<file path="config.mk">
export PLATFORM = sky130hd
export DESIGN_NAME = mem_arbiter
export DESIGN_NICKNAME = d
export VERILOG_FILES = /design/src/rtl/mem_arbiter.sv
export SDC_FILE = /design/constraint.sdc
export NUM_CORES = 1
export LEC_CHECK = 0
export CORE_AREA = 2 2 179 181
export DETAILED_ROUTE_END_ITERATION = 7
export DIE_AREA = 0 0 181 183
export DONT_BUFFER_PORTS = 1
export GPL_TIMING_DRIVEN = 0
export PLACE_DENSITY = 0.3
export RECOVER_POWER = 100
export SKIP_CTS_REPAIR_TIMING = 1
export SLEW_MARGIN = 20
export SYNTH_ARGS = -nofsm -noshare
export SYNTH_HDL_FRONTEND = slang
export SYNTH_SLANG_ARGS = --single-unit
</file>
<file path="constraint.sdc">
create_clock -name clock -period 2.3 [get_ports clock]
set_input_delay 0.23 -clock clock [delete_from_list [all_inputs] [get_ports clock]]
set_output_delay 0.23 -clock clock [all_outputs]
set_load 0.01 [all_outputs]
</file>
<file path="src/rtl/mem_arbiter.sv">
// Two-requester (Icache/Dcache) arbiter onto a single tagged memory port with load-tag tracking.
// Optional macro MEM_ARB_ROUND_ROBIN_EN selects round-robin; default is fixed Dcache priority.
`ifndef XLEN
`define XLEN 32
`endif

module mem_arbiter #(
  parameter int unsigned NUM_TAGS = 16
) (
  input  logic              clock,
  input  logic              reset,
  input  logic              ic_req_valid,
  input  logic [`XLEN-1:0]  ic_req_addr,
  output logic              ic_grant,
  output logic              ic_data_valid,
  output logic [63:0]       ic_data,
  output logic [3:0]        ic_data_tag,
  input  logic              dc_req_valid,
  input  logic [1:0]        dc_req_cmd,
  input  logic [`XLEN-1:0]  dc_req_addr,
  input  logic [63:0]       dc_req_data,
  output logic              dc_grant,
  output logic              dc_data_valid,
  output logic [63:0]       dc_data,
  output logic [3:0]        dc_data_tag,
  output logic [3:0]        ic_resp_tag,
  output logic [3:0]        dc_resp_tag,
  output logic [1:0]        proc2mem_command,
  output logic [`XLEN-1:0]  proc2mem_addr,
  output logic [63:0]       proc2mem_data,
  input  logic [3:0]        mem2proc_response,
  input  logic [63:0]       mem2proc_data,
  input  logic [3:0]        mem2proc_tag,
  output logic              arb_err
);

  localparam logic [1:0] BUS_NONE  = 2'd0;
  localparam logic [1:0] BUS_LOAD  = 2'd1;
  localparam logic [1:0] BUS_STORE = 2'd2;

  // Owner table: owner bit 1 = Dcache, 0 = Icache.
  logic [NUM_TAGS-1:0] valid_q, valid_d;
  logic [NUM_TAGS-1:0] owner_q, owner_d;
  logic                err_q, err_d;
  logic                ic_sel, dc_sel;
  logic                accepted, alloc, alloc_ok, ret_ok, ret_hit, ret_miss;

`ifdef MEM_ARB_ROUND_ROBIN_EN
  logic ptr_q, ptr_d;  // 0 = Icache's turn, 1 = Dcache's turn
`endif

  always_comb begin
    ic_sel = 1'b0;
    dc_sel = 1'b0;
    if (!reset) begin
`ifdef MEM_ARB_ROUND_ROBIN_EN
      if (ic_req_valid && dc_req_valid) begin
        dc_sel = ptr_q;
        ic_sel = ~ptr_q;
      end else begin
        ic_sel = ic_req_valid;
        dc_sel = dc_req_valid;
      end
`else
      dc_sel = dc_req_valid;
      ic_sel = ic_req_valid & ~dc_req_valid;
`endif
    end
  end

  always_comb begin
    proc2mem_command = BUS_NONE;
    proc2mem_addr    = '0;
    proc2mem_data    = '0;
    if (dc_sel) begin
      proc2mem_command = dc_req_cmd;
      proc2mem_addr    = dc_req_addr;
      if (dc_req_cmd == BUS_STORE) proc2mem_data = dc_req_data;
    end else if (ic_sel) begin
      proc2mem_command = BUS_LOAD;
      proc2mem_addr    = ic_req_addr;
    end
  end

  assign accepted    = mem2proc_response != 4'd0;
  assign ic_grant    = ic_sel & accepted;
  assign dc_grant    = dc_sel & accepted;
  assign ic_resp_tag = ic_grant ? mem2proc_response : 4'd0;
  assign dc_resp_tag = dc_grant ? mem2proc_response : 4'd0;

  assign alloc_ok = 32'(mem2proc_response) < NUM_TAGS;
  assign alloc    = alloc_ok & (ic_grant | (dc_grant & (dc_req_cmd == BUS_LOAD)));

  assign ret_ok   = (mem2proc_tag != 4'd0) && (32'(mem2proc_tag) < NUM_TAGS);
  assign ret_hit  = !reset && ret_ok && valid_q[mem2proc_tag];
  assign ret_miss = !reset && (mem2proc_tag != 4'd0) && !(ret_ok && valid_q[mem2proc_tag]);

  assign ic_data_valid = ret_hit & ~owner_q[mem2proc_tag];
  assign dc_data_valid = ret_hit & owner_q[mem2proc_tag];
  assign ic_data       = mem2proc_data;
  assign dc_data       = mem2proc_data;
  assign ic_data_tag   = mem2proc_tag;
  assign dc_data_tag   = mem2proc_tag;
  assign arb_err       = err_q;

  // Clear on return first so a same-cycle allocation of that tag wins.
  always_comb begin
    valid_d = valid_q;
    owner_d = owner_q;
    err_d   = err_q | ret_miss;
    if (ret_hit) valid_d[mem2proc_tag] = 1'b0;
    if (alloc) begin
      valid_d[mem2proc_response] = 1'b1;
      owner_d[mem2proc_response] = dc_grant;
    end
  end

`ifdef MEM_ARB_ROUND_ROBIN_EN
  always_comb begin
    ptr_d = ptr_q;
    if (ic_grant) ptr_d = 1'b1;
    if (dc_grant) ptr_d = 1'b0;
  end
`endif

  always_ff @(posedge clock) begin
    if (reset) begin
      valid_q <= '0;
      owner_q <= '0;
      err_q   <= 1'b0;
`ifdef MEM_ARB_ROUND_ROBIN_EN
      ptr_q   <= 1'b0;
`endif
    end else begin
      valid_q <= valid_d;
      owner_q <= owner_d;
      err_q   <= err_d;
`ifdef MEM_ARB_ROUND_ROBIN_EN
      ptr_q   <= ptr_d;
`endif
    end
  end

endmodule

</file>
Word level (Yosys, flattened, before mapping)
Cells that the tools add are included.
{"block": "word_totals", "in_bits": 206, "word_cells": 53, "register_bits": 33}
{"block": "classes", "n_bitwise": 13, "n_reduce_logical": 10, "n_mux": 21, "eq_ne": 2, "order_cmp": 4}
{"op": "$mux 64", "n": 2}
{"op": "$mux 32", "n": 2}
{"op": "$mux 16", "n": 2}
{"op": "$and 16x16->16", "n": 1}
{"op": "$bwmux 16", "n": 1}
{"op": "$not 16->16", "n": 1}
{"op": "$or 16x16->16", "n": 1}
{"op": "$lt 4x5->1 const B", "n": 2}
{"op": "$bmux 1 s4", "n": 2}
{"op": "$demux 1 s4", "n": 2}
{"op": "$ge 4x1->1 const B", "n": 2}
{"op": "$mux 4", "n": 2}
{"op": "$reduce_bool 4->1", "n": 2}
{"op": "$mux 1", "n": 7}
{"op": "$and 1x1->1", "n": 6}
{"op": "$logic_and 1x1->1", "n": 6}
{"op": "$eq 2x1->1 const B", "n": 1}
{"op": "$eq 2x2->1 const B", "n": 1}
{"op": "$logic_not 1->1", "n": 2}
{"op": "$mux 2", "n": 1}
{"op": "$not 1->1", "n": 2}
{"op": "$or 1x1->1", "n": 2}

Longest topological paths before layout
Gate-level depths: netlist of the first run.
{"block": "logic_depth", "depth_word": 9, "depth_mapped": 7, "ltp_nobuf": 6}

Worst setup path before layout of the first run
No wires, ideal clock.
{"block": "synth_timing", "kind": "input-to-output", "start": "input mem2proc_tag[0]", "end": "output ic_data_valid", "slack_ns": 0.401, "n_path_buf": 2, "arrival_ns": 1.669, "required_ns": 2.070, "path_stages": 5, "path_cell_list": "buf_2 clkbuf_1 mux4_2 mux4_2 a21oi_1"}
{"block": "synth_between", "elab_chain_len": 4}
{"item": "from (decl)", "line_no": "33", "rtl": "input logic [3:0] mem2proc_tag,"}
{"item": "$bmux 1 s4, or another cell as far along", "line_no": "95", "rtl": "assign ret_hit = !reset && ret_ok && valid_q[mem2proc_tag];"}
{"item": "$mux 1 (not written as such), or another cell as far along", "line_no": "95"}
{"item": "$logic_and 1x1->1 or $not 1->1 (tied branches)", "line_no": "95, 98"}
{"item": "$and 1x1->1 (*)", "line_no": "98", "rtl": "assign ic_data_valid = ret_hit & ~owner_q[mem2proc_tag];"}
{"item": "to (decl)", "line_no": "15", "rtl": "output logic ic_data_valid,"}
Every way passes the cells marked *; elsewhere a longest branch is shown, timed or not. The select of a mux whose other input is x is not followed.

Worst setup path in the final report of the first run
{"block": "layout_timing", "start": "input dc_req_valid", "end": "output proc2mem_addr[28]"}
{"block": "layout_between", "elab_chain_len": 5}
{"item": "from (decl)", "line_no": "18", "rtl": "input logic dc_req_valid,"}
{"item": "$not 1->1", "line_no": "66", "rtl": "ic_sel = ic_req_valid & ~dc_req_valid;"}
{"item": "$and 1x1->1", "line_no": "66"}
{"item": "$mux 1", "line_no": "55", "rtl": "if (!reset) begin"}
{"item": "$mux 32", "line_no": "79", "rtl": "end else if (ic_sel) begin"}
{"item": "$mux 32 (*)", "line_no": "75", "rtl": "if (dc_sel) begin"}
{"item": "to (decl)", "line_no": "29", "rtl": "output logic [`XLEN-1:0] proc2mem_addr,"}
Every way passes the cells marked *; elsewhere a longest branch is shown, timed or not.

==> impl_metrics.json, run 1 <==
{
  "die_w_um": 181,
  "finalClockSkew_ns": 0.00702,
  "port_buffers": 0,
  "slowest_delay_ns": 0.57,
  "cts_max_level": 2,
  "hp-class": "in2reg",
  "total_power_mw": 1.68,
  "powerDensity_nw_per_um2": 443,
  "pin_count": 453,
  "drt_iter0_drc": 161,
  "p_seq_share_pct": 34.6,
  "worstSetupEndpoint": "proc2mem_addr[28]",
  "finalNetCount": 673,
  "dieArea_um2": 33100,
  "cp_max_fo": 10,
  "syn2layout_area_growth_pct": 2.15,
  "layout_commonest_cell": "clkbuf_1",
  "synth.area.top_cells": "buf_4 27%, dfxtp_1 18%, and2_1 13%",
  "grt_usage_pct": 10.6,
  "post-route-util_pct": 12.2,
  "drive_gt1_share_pct": 7.05,
  "multiInputGateArea_um2": 1850,
  "drt_pass1_iterations": 6,
  "clockBufferDepth": 2,
  "synthFlopType": "dfxtp_1",
  "ff2ff_setup_slack_ns": 0.77,
  "design_area_um2": 3800,
  "relSlewSlack_pct": 16.9,
  "drv_slew": 0,
  "ys_async_sr_fraction_pct": 0,
  "row_count": 65,
  "pwr-share-comb_pct": 26.1,
  "critPathArrivalTime_ns": 2.03,
  "setup_viol": 0,
  "seqCellArea_um2": 661,
  "ys_seq_elements": 33,
  "grt_pass1_wl_mm": 24.7,
  "cts_num_sinks": 33,
  "grt_pass1_vias": 3080,
  "wl_per_cell_um": 22.7,
  "ys_types": 45,
  "max-cap-violations": 0,
  "placed_area_um2": 4220,
  "start_util_pct": 11.9,
  "fmax_mhz": 442,
  "synth_nets": 666,
  "crit_start": "dc_req_valid",
  "rsz0062_at_grt": "no",
  "vdd_drop_max_uv": 215,
  "die_y_um": 183,
  "netlist.area_leader.share_pct": 27.4,
  "cts_root_buf": "clkbuf_16",
  "path_class": "in2out",
  "cp.buffers_inverters": 2,
  "grt_max_degree": 11,
  "routabilityCongestion": 0.799,
  "num-fill-cells": 3746,
  "worstPathRequired_ns": 2.07,
  "power.internal_mw": 1.11,
  "wl_mm": 19.8,
  "cts_tree": "built",
  "cp_slowest_cell": "clkbuf_1",
  "fin_crit_ns": 2.26,
  "final_cell_mix": "155 x clkbuf_1, 61 x and2_0, 33 x a22o_1, 33 x dfxtp_1",
  "via_count": 3285,
  "reg2reg_depth": 4,
  "syn_inst": 460,
  "cp-end-kind": "output pin",
  "yosys_warnings": 0,
  "syn_area_um2": 3720,
  "clockPowerShare_pct": 39.3,
  "r2r-start": "valid_q[9]$_SDFF_PP0_",
  "avgSynthCellArea_um2": 8.09,
  "crit_top_cell": "clkbuf_1",
  "antenna_found_initial": 4,
  "reg2reg_to": "valid_q[10]$_SDFF_PP0_",
  "grt-ovfl-total": 0,
  "cp_cell_sequence": "nor2b_1, clkbuf_1, clkbuf_1, a22o_1",
  "switching_power_uw": 571,
  "ys_seq_area_share_pct": 17.8,
  "core_um2": 31200,
  "status": "completed",
  "crit_family": "buffers and inverters",
  "clock_latency_ns": 0.28,
  "cts_buffers": 5,
  "worstMarginPinSlew_ns": 1.21,
  "drc": 0,
  "hpwl_mm": 17.2,
  "hold_violations": 0,
  "synth_edf_count": 0,
  "leakage_nw": 1.17,
  "yosysTopAreaCell": "buf_4",
  "sw_frac_of_total_pct": 34.0,
  "via_per_inst": 3.77,
  "fin_crit_sh_pct": 98.3,
  "start_kind": "input pin",
  "path_clk_slew_ns": 0.06,
  "crit_cells": 4,
  "ant_nets": 0
}
## layout make-up
cell class | instances | share of cell area, %
Multi-Input combinational cell | 259 | 48.7
Clock inverter | 2 | 0.263
Sequential cell | 33 | 17.4
Antenna cell | 1 | 0.0659
Tap cell | 402 | 13.2
Clock buffer | 6 | 3.39
Inverter | 4 | 0.395
Buffer | 164 | 16.5
## per-layer routing
metal	track usage (%)	part of all wire, %	vias up	wire (um)
met3	5.22	13	10	2620
li1	-	-	1458	-
met4	2.54	1.6	0	309
met5	0	0	-	0
met1	12.7	39	1581	7670
met2	17.2	46	236	9190
## cell families (layout without fill, tap and decap cells)
group	count (synthesis)	in the layout	share of synthesized area, %
buffers and inverters	168	176	30.9
AND/OR/NAND/NOR	149	149	23.0
flip-flops	33	33	17.8
other	0	1	0
AO/OA/AOI/OAI	84	84	19.5
multiplexers	26	26	8.75
## metrics by stage
stage	instances	hold slack, ns	setup slack (ns)	TNS (ns)
after floorplan	460	0.377	0.401	0
after global placement	862	0.396	-0.228	-0.842
after detailed placement	862	0.396	-0.227	-0.878
after CTS	870	0.105	-0.229	-0.898
after global routing	871	0.131	0.00344	0
final	871	0.105	0.0395	0
## worst min path at each step
stage / from / end / slack [ns] / cells past startpoint
2_1_floorplan: dc_req_valid / owner_q[14]$_SDFFE_PP0P_ / 0.38 / 2
3_3_place_gp: dc_req_valid / owner_q[14]$_SDFFE_PP0P_ / 0.40 / 2
3_5_place_dp: dc_req_valid / owner_q[14]$_SDFFE_PP0P_ / 0.40 / 2
4_1_cts: dc_req_valid / owner_q[14]$_SDFFE_PP0P_ / 0.11 / 2
5_1_grt: dc_req_valid / owner_q[14]$_SDFFE_PP0P_ / 0.13 / 2
6_report: dc_req_valid / owner_q[14]$_SDFFE_PP0P_ / 0.10 / 2
## registers in the layout (all words and copies together), names as in the netlist
register  cells
arb_err       1
valid_q      16
owner_q      16
## synthesized netlist by cell type, types with 6 or more instances
library cell / count
a2111oi_2: 6
a21oi_1: 11
a22o_1: 33
a311oi_1: 6
and2_1: 77
buf_2: 8
buf_4: 136
clkbuf_1: 20
dfxtp_1: 33
mux2i_1: 19
nand2_1: 12
nand2b_1: 12
nand3_1: 9
nor2_1: 19
nor2b_1: 11
## power groups by stage
stage / Sequential (mW) / Combinational, mW / Clock (mW)
floorplan: 0.593 / 0.453 / 0
global placement: 0.595 / 0.560 / 0
detailed placement: 0.595 / 0.551 / 0
CTS: 0.583 / 0.552 / 0.675
global route: 0.583 / 0.470 / 0.701
finish: 0.582 / 0.439 / 0.661
Note: power is estimated with default switching activity, not from simulation.
==> inputs of run 2 (changes only) <==
--- a/config.mk
+++ b/config.mk
@@ -5,7 +5,9 @@
 export SDC_FILE = /design/constraint.sdc
 export NUM_CORES = 1
 export LEC_CHECK = 0
+export ABC_CLOCK_PERIOD_IN_PS = 2300
 export CORE_AREA = 2 2 179 181
+export CTS_BUF_LIST = sky130_fd_sc_hd__clkbuf_4 sky130_fd_sc_hd__clkbuf_8
 export DETAILED_ROUTE_END_ITERATION = 7
 export DIE_AREA = 0 0 181 183
 export DONT_BUFFER_PORTS = 1
==> run 2 against run 1 <==
Against the previous run: count of clock-buffer cells in the layout unchanged; sequential share of layout area rose by 0.24 points; design area fell by 1.4%; die area stayed put; clock power shrank 30%; utilization is 0.17 points lower; non-clock buffer count unchanged; largest power group is now registers.
==> impl_metrics.json, run 2 (synthesis gave the netlist of run 1 again) <==
{
  "hp-start": "dc_req_valid",
  "hold_violations": 0,
  "max-cap-violations": 0,
  "start_util_pct": 11.9,
  "finalNetCount": 673,
  "place_inst": 862,
  "hp-class": "in2reg",
  "power.internal_uw": 934,
  "cts_tree": "built",
  "switching_power_uw": 548,
  "clockBufferDepth": 2,
  "place_ws_ns": -0.227,
  "vdd_drop_max_uv": 173,
  "cp_cell_sequence": "nor2b_1, clkbuf_1, clkbuf_1, a22o_1",
  "crit_start": "dc_req_valid",
  "port_buffers": 0,
  "slowest_delay_ns": 0.58,
  "ant_nets": 0,
  "wl_mm": 19.8,
  "cts_max_level": 2,
  "fmax_mhz": 439,
  "hpwl_mm": 17.2,
  "path_class": "in2out",
  "fin_crit_sh_pct": 99.1,
  "pin_count": 453,
  "sw_frac_of_total_pct": 37.0,
  "num-fill-cells": 3752,
  "cts_num_sinks": 33,
  "routabilityCongestion": 0.799,
  "critPathArrivalTime_ns": 2.05,
  "reg2reg_depth": 4,
  "crit_family": "buffers and inverters",
  "powerDensity_nw_per_um2": 395,
  "drt_iter0_drc": 144,
  "fin_crit_ns": 2.28,
  "setup_ws_ns": 0.0217,
  "via_count": 3277,
  "cts_buffers": 5,
  "drv_slew": 0,
  "rsz0062_at_grt": "no",
  "pwr-share-comb_pct": 29.7,
  "drive_gt1_share_pct": 7.26,
  "drt_pass1_iterations": 6,
  "cts_root_buf": "clkbuf_8",
  "grt_usage_pct": 10.6,
  "cp_slowest_cell": "clkbuf_1",
  "core_um2": 31200,
  "clockPowerShare_pct": 31.1,
  "drc": 0,
  "grt_pass1_wl_mm": 24.7,
  "status": "completed",
  "crit_top_cell": "clkbuf_1",
  "finalClockSkew_ns": 0.0109,
  "antenna_found_initial": 4,
  "cp-end-kind": "output pin",
  "wl_per_cell_um": 22.7,
  "whs_path_depth": 2,
  "p_seq_share_pct": 39.2,
  "grt_pass1_vias": 3069,
  "leakage_nw": 1.15,
  "setup_tns_ns": 0,
  "die_y_um": 183,
  "grt_max_degree": 11,
  "path_clk_slew_ns": 0.08,
  "cp.buffers_inverters": 2,
  "start_kind": "input pin",
  "dieArea_um2": 33100,
  "cp_max_fo": 10,
  "setup_viol": 0,
  "final_cell_mix": "154 x clkbuf_1, 61 x and2_0, 33 x a22o_1, 33 x dfxtp_1",
  "layout_commonest_cell": "clkbuf_1",
  "via_per_inst": 3.76,
  "worstMarginPinSlew_ns": 1.15,
  "relSlewSlack_pct": 21.7,
  "crit_cells": 4,
  "r2r-start": "valid_q[11]$_SDFF_PP0_",
  "clock_latency_ns": 0.29,
  "fin_cells": 871,
  "die_w_um": 181,
  "grt-ovfl-total": 0,
  "syn2layout_area_growth_pct": 0.740,
  "worstPathRequired_ns": 2.07,
  "row_count": 65,
  "hold_ws_ns": 0.0881
}
-- run 2: cell count changes in the layout (fill, tap and decap cells not counted) --
cell,delta
clkbuf_8,+5
clkbuf_16,-5
clkbuf_4,+1
clkbuf_1,-1
-- run 2: per-stage QoR --
step | total power [mW] | utilization [%] | cell area (um2)
2_1_floorplan | 1.05 | - | 3720
3_3_place_gp | 1.15 | 13.5 | 4220
3_5_place_dp | 1.15 | 13.5 | 4220
4_1_cts | 1.61 | 13.8 | 4310
5_1_grt | 1.55 | 12.0 | 3750
6_report | 1.48 | 12.0 | 3750
-- run 2: cell type report --
class / count / area, um2 / share of cell area [%]
buffer: 164 / 628 / 16.8
sequential: 33 / 661 / 17.6
tap: 402 / 503 / 13.4
multi-input combinational: 259 / 1850 / 49.4
inverter: 4 / 15.0 / 0.401
clock inverter: 2 / 10.0 / 0.267
antenna: 1 / 2.50 / 0.0668
clock buffer: 6 / 76.3 / 2.04
-- run 2: path summary, 6_finish.rpt --
| path | to | slack, ns |
|---|---|---|
| min | owner_q[14]$_SDFFE_PP0P_ | 0.09 |
| max | proc2mem_addr[28] | 0.02 |
| min reg2reg | owner_q[0]$_SDFFE_PP0P_ | 0.47 |
| max reg2reg | valid_q[10]$_SDFF_PP0_ | 0.78 |
-- run 2: layer usage --
| metal | up-vias | track usage, % | share of wire (%) |
|---|---|---|---|
| met4 | 0 | 2.54 | 1.7 |
| met5 | - | 0 | 0 |
| met1 | 1572 | 12.7 | 39 |
| li1 | 1456 | - | - |
| met2 | 237 | 17.2 | 47 |
| met3 | 12 | 5.22 | 13 |
-- run 2: power groups by stage --
stage                     sequential, mW  clock, mW  combinational [mW]
after floorplan                    0.593          0               0.453
after global placement             0.595          0               0.560
after detailed placement           0.595          0               0.551
after CTS                          0.582      0.476               0.552
after global routing               0.582      0.502               0.470
final                              0.581      0.461               0.440
==> inputs of run 3 (changes only) <==
--- a/config.mk
+++ b/config.mk
@@ -6,6 +6,7 @@
 export NUM_CORES = 1
 export LEC_CHECK = 0
 export ABC_CLOCK_PERIOD_IN_PS = 2300
+export CAP_MARGIN = 40
 export CORE_AREA = 2 2 179 181
 export CTS_BUF_LIST = sky130_fd_sc_hd__clkbuf_4 sky130_fd_sc_hd__clkbuf_8
 export DETAILED_ROUTE_END_ITERATION = 7
==> results of run 3 <==
No change in the layout: final DEF, timing and power equal those of run 2.
